$ cat config.mk
export PLATFORM = sky130hd
export DESIGN_NAME = lfsr_ctrl
export DESIGN_NICKNAME = d
export VERILOG_FILES = /design/src/rtl/lfsr_ctrl.sv
export SDC_FILE = /design/constraint.sdc
export NUM_CORES = 1
export LEC_CHECK = 0
export ABC_AREA = 1
export CORE_MARGIN = 2
export CORE_UTILIZATION = 40
export CTS_CLUSTER_SIZE = 30
export DETAILED_ROUTE_END_ITERATION = 8
export PLACE_DENSITY = 0.68
export RECOVER_POWER = 25
export SYNTH_ARGS = -nofsm -noshare
export SYNTH_HDL_FRONTEND = slang
export SYNTH_SLANG_ARGS = --single-unit
$ cat constraint.sdc
create_clock -name clk -period 1.6 [get_ports clk]
set_clock_uncertainty 0.05 [all_clocks]
set_input_delay 0.48 -clock clk [delete_from_list [all_inputs] [get_ports clk]]
set_output_delay 0.48 -clock clk [all_outputs]
set_load 0.02 [all_outputs]
$ cat src/rtl/lfsr_ctrl.sv
// lfsr_ctrl: round-robin arbitrated LFSR word generator.
// Two requesters share one 8-bit LFSR; each grant advances it STEPS times
// and delivers the resulting word to the granted requester.
// Optional build macro LFSR_CTRL_CNT_EN adds a saturating 16-bit word_cnt output.
module lfsr_ctrl #(
    parameter int unsigned STEPS        = 8,
    parameter logic [7:0]  SEED_DEFAULT = 8'h01
) (
    input  logic        clk,
    input  logic        rst,
    input  logic        seed_valid,
    input  logic [7:0]  seed_data,
    output logic        seed_ready,
    input  logic [1:0]  req,
    output logic [1:0]  gnt,
    output logic        out_valid,
    input  logic        out_ready,
    output logic [7:0]  out_data,
    output logic        out_id,
    output logic        busy
`ifdef LFSR_CTRL_CNT_EN
    ,
    output logic [15:0] word_cnt
`endif
);

    localparam logic [7:0] LAST_STEP = 8'(STEPS - 1);

    typedef enum logic [1:0] {IDLE, SHIFT, DELIVER} state_t;

    state_t     state, state_nxt;
    logic [7:0] s, s_nxt;
    logic [7:0] cnt, cnt_nxt;
    logic       prio, prio_nxt;
    logic       id, id_nxt;
    logic       sel;
    logic       word_done;

    // State register; reset aborts any word in flight.
    always_ff @(posedge clk) begin
        if (!rst) begin
            state <= IDLE;
            s     <= SEED_DEFAULT;
            cnt   <= 8'd0;
            prio  <= 1'b0;
            id    <= 1'b0;
        end else begin
            state <= state_nxt;
            s     <= s_nxt;
            cnt   <= cnt_nxt;
            prio  <= prio_nxt;
            id    <= id_nxt;
        end
    end

    // Next-state, arbitration and output decode; all outputs forced low in reset.
    always_comb begin
        state_nxt  = state;
        s_nxt      = s;
        cnt_nxt    = cnt;
        prio_nxt   = prio;
        id_nxt     = id;
        sel        = 1'b0;
        word_done  = 1'b0;
        gnt        = 2'b00;
        seed_ready = 1'b0;
        out_valid  = 1'b0;
        out_data   = 8'h00;
        out_id     = 1'b0;
        busy       = 1'b0;

        case (state)
            IDLE: begin
                seed_ready = 1'b1;
                if (seed_valid) begin
                    s_nxt = (seed_data == 8'h00) ? SEED_DEFAULT : seed_data;
                end else if (req != 2'b00) begin
                    sel       = (req == 2'b11) ? prio : req[1];
                    gnt       = sel ? 2'b10 : 2'b01;
                    id_nxt    = sel;
                    prio_nxt  = ~sel;
                    cnt_nxt   = 8'd0;
                    state_nxt = SHIFT;
                end
            end
            SHIFT: begin
                busy  = 1'b1;
                s_nxt = (s == 8'h00) ? SEED_DEFAULT
                                     : {s[6:0], s[7] ^ s[5] ^ s[4] ^ s[3]};
                if (cnt == LAST_STEP) begin
                    state_nxt = DELIVER;
                end else begin
                    cnt_nxt = cnt + 8'd1;
                end
            end
            DELIVER: begin
                busy      = 1'b1;
                out_valid = 1'b1;
                out_data  = s;
                out_id    = id;
                if (out_ready) begin
                    word_done = 1'b1;
                    state_nxt = IDLE;
                end
            end
            default: state_nxt = IDLE;
        endcase

        if (!rst) begin
            gnt        = 2'b00;
            seed_ready = 1'b0;
            out_valid  = 1'b0;
            out_data   = 8'h00;
            out_id     = 1'b0;
            busy       = 1'b0;
            word_done  = 1'b0;
        end
    end

`ifdef LFSR_CTRL_CNT_EN
    // Saturating count of delivered words.
    always_ff @(posedge clk) begin
        if (!rst) begin
            word_cnt <= 16'h0000;
        end else if (word_done && (word_cnt != 16'hFFFF)) begin
            word_cnt <= word_cnt + 16'h0001;
        end
    end
`endif

endmodule
==> reports/qor.yml <==
status: "finished with violations"
violations: "negative setup slack"
clock_sinks: 20
final_net_count: 296
htreeDepth: 1
final_cells: 321
vias: 1535
fin_crit_ps: 1880
grt_overflow: 0
ys_async_sr_fraction: 0
clockRootBuffer: "clkbuf_4"
synthAdderAreaFrac: 0.0394
drc: 0
r2r_cells: 11
routed_wl_um: 4060
postSynthAreaPerCell_um2: 6.19
synth.distinct_cells: 26
die_w_um: 60.3
setup_ws_ps: -284
dp.cells: 304
ys_seq_area_frac: 0.315
io_buffers: 27
cts_tree: "yes"
ys_top_cells_by_count: "nand2_1, nor2_1, inv_1"
power_density_nw_per_um2: 774
hpwl_um: 2300
die_h_um: 60.3
setup.worst_path.end_class: "output pin"
netlist_area_um2: 1270
routed.top_layer: "met4"
wl_met1_um: 1680
rsz0062_at_grt: "true"
regToRegStartpoint: "state[1]"
synth_edf_count: 0
die-area_um2: 3640
start_kind: "flip-flop"
first_pass_iters: 5
synthesis.nets: 223
fillerInstances: 222
synth_top_family_by_area: "simple AND/OR/NAND/NOR gates"
arrival_ps: 1350
yosys_most_used_dff: "dfxtp_1"
hold_class: "flip-flop to flip-flop"
drt_iter0_drc: 80
synth_top_area_frac: 0.315
antenna_found_initial: 0
vdd_ir_drop_max_mv: 0.391
initial_core_util: 0.419
via_per_inst: 4.78
setup_viol: 30
crit_type: "flip-flop to output pin"
grt_max_degree: 13
drv_cap: 0
cts_hold_buf: 0
clock_latency_ps: 320
power_mw: 1.78
path_clk_slew_ps: 130
max_freq_ghz: 0.531
ant_nets: 0
core_area_um2: 3030
grt_pass1_wl_um: 5650
ys_seq_elements: 20
cp_data_required_time_ps: 1070
path_max_fanout: 3
synth_warnings: 0
wl_per_cell_um: 12.7
diodes: 0
dr_wl_met3_um: 197
tightest_slew_ps: 238
drive_gt1_frac: 0.430
slew_headroom: 0.841
p_leak_nw: 0.986
fin_crit_sh: 1.18
areaGrowthSynthToFinish_pct: 81.0
grt_pass1_vias: 1330
slew_violations: 0
synth_area_leader_cell: "dfxtp_1"
grtUsageTotal: 0.204
synthSimpleGateAreaFrac: 0.356
gp_congestion: 0.845
hold_violations: 0
numCtsBuffers: 3
ioPinCount: 28
rows: 20
synth_compound_area_frac: 0.139
postSynthCellCount: 205
synth_xor_area_frac: 0.0276
hp-start: "prio"
synthMostInstantiatedCell: "nand2_1"
synthTopCellsByArea: "dfxtp_1, nand2_1, nor2_1, inv_1, o21ai_0"
wl_met2_um: 2140
holdPathStages: 2
clockBufferDepth: 2
synthMuxAreaShare: 0
startpoint: "state[1]"
==> cells in the final DEF, fill, tap and decap left out, drive strengths merged, types with 5 or more instances in the layout <==
cell type,synthesis,layout
clkdlybuf4s50,0,9
nand2,46,46
nand3,13,13
dfxtp,20,20
o21ai,17,17
nor2,41,41
inv,35,35
a21oi,9,9
buf,3,59
a31oi,5,5
==> cells by family (layout without fill, tap and decap cells) <==
group	Yosys count	after routing
AOI/OAI and AO/OA	32	32
xor gates and xnor gates	4	4
adders and majority gates	4	4
buffers and inverters	39	111
DFF	20	20
and+or+nand+nor	106	106
==> flip-flops by register name, indices dropped and copies added, names as in the netlist <==
signal	cells
id	1
s	8
cnt	8
prio	1
state	2
==> per-layer routing <==
| layer | global-route usage | vias to the layer above |
|---|---|---|
| met5 | 0 | - |
| met4 | 0.0476 | 0 |
| met3 | 0.0277 | 7 |
| met2 | 0.362 | 52 |
| met1 | 0.261 | 688 |
| li1 | - | 788 |
==> report_power, final <==
part	leakage [nW]	switching (mW)	internal, mW	total [mW]
registers	0.165	0.0349	0.546	0.580
clock network	0.0279	0.183	0.253	0.436
logic	0.792	0.396	0.367	0.763
==> layout make-up <==
cell class,count,area [um2],share of cell area
inverters,35,149,0.0648
repair buffers,72,656,0.285
clock buffers,3,22.5,0.00980
multi-input cells,146,981,0.427
well taps,44,55.1,0.0240
flip-flops and latches,20,405,0.176
clock inverters,1,30.0,0.0131
==> metrics by stage <==
step | TNS [ps] | utilization | setup slack (ps) | instance area (um2) | hold WS, ps
floorplan | 0 | - | 7.17 | 1290 | 394
global placement | -16950 | 0.607 | -1000 | 1840 | 405
detailed placement | -17260 | 0.607 | -1030 | 1840 | 422
CTS | -3140 | 0.680 | -304 | 2060 | 454
global route | -5940 | 0.759 | -327 | 2300 | 476
finish | -4100 | 0.759 | -284 | 2300 | 465
==> worst paths after layout <==
check | end | slack (ps)
worst max register to register | cnt[4] | -120
worst min register to register | prio | 470
worst min-delay path | prio | 470
worst max-delay path | gnt[0] | -280
==> critical path: stages, from the launching register on <==
cell and delay [ps]:
dfxtp_4 390, inv_4 60, ha_4 150, nand3_4 80
nor2_4 110, inv_2 60, nor2_4 80, buf_6 120
==> repair_timing <==
item | 4_1_cts | 5_1_grt
cloned | 1 | 0
endpoints found under the setup margin | 26 | 32
pin swaps | 4 | 20
setup buffers | 5 | 9
resized for setup | 122 | 61
Note: power is estimated with default switching activity, not from simulation.
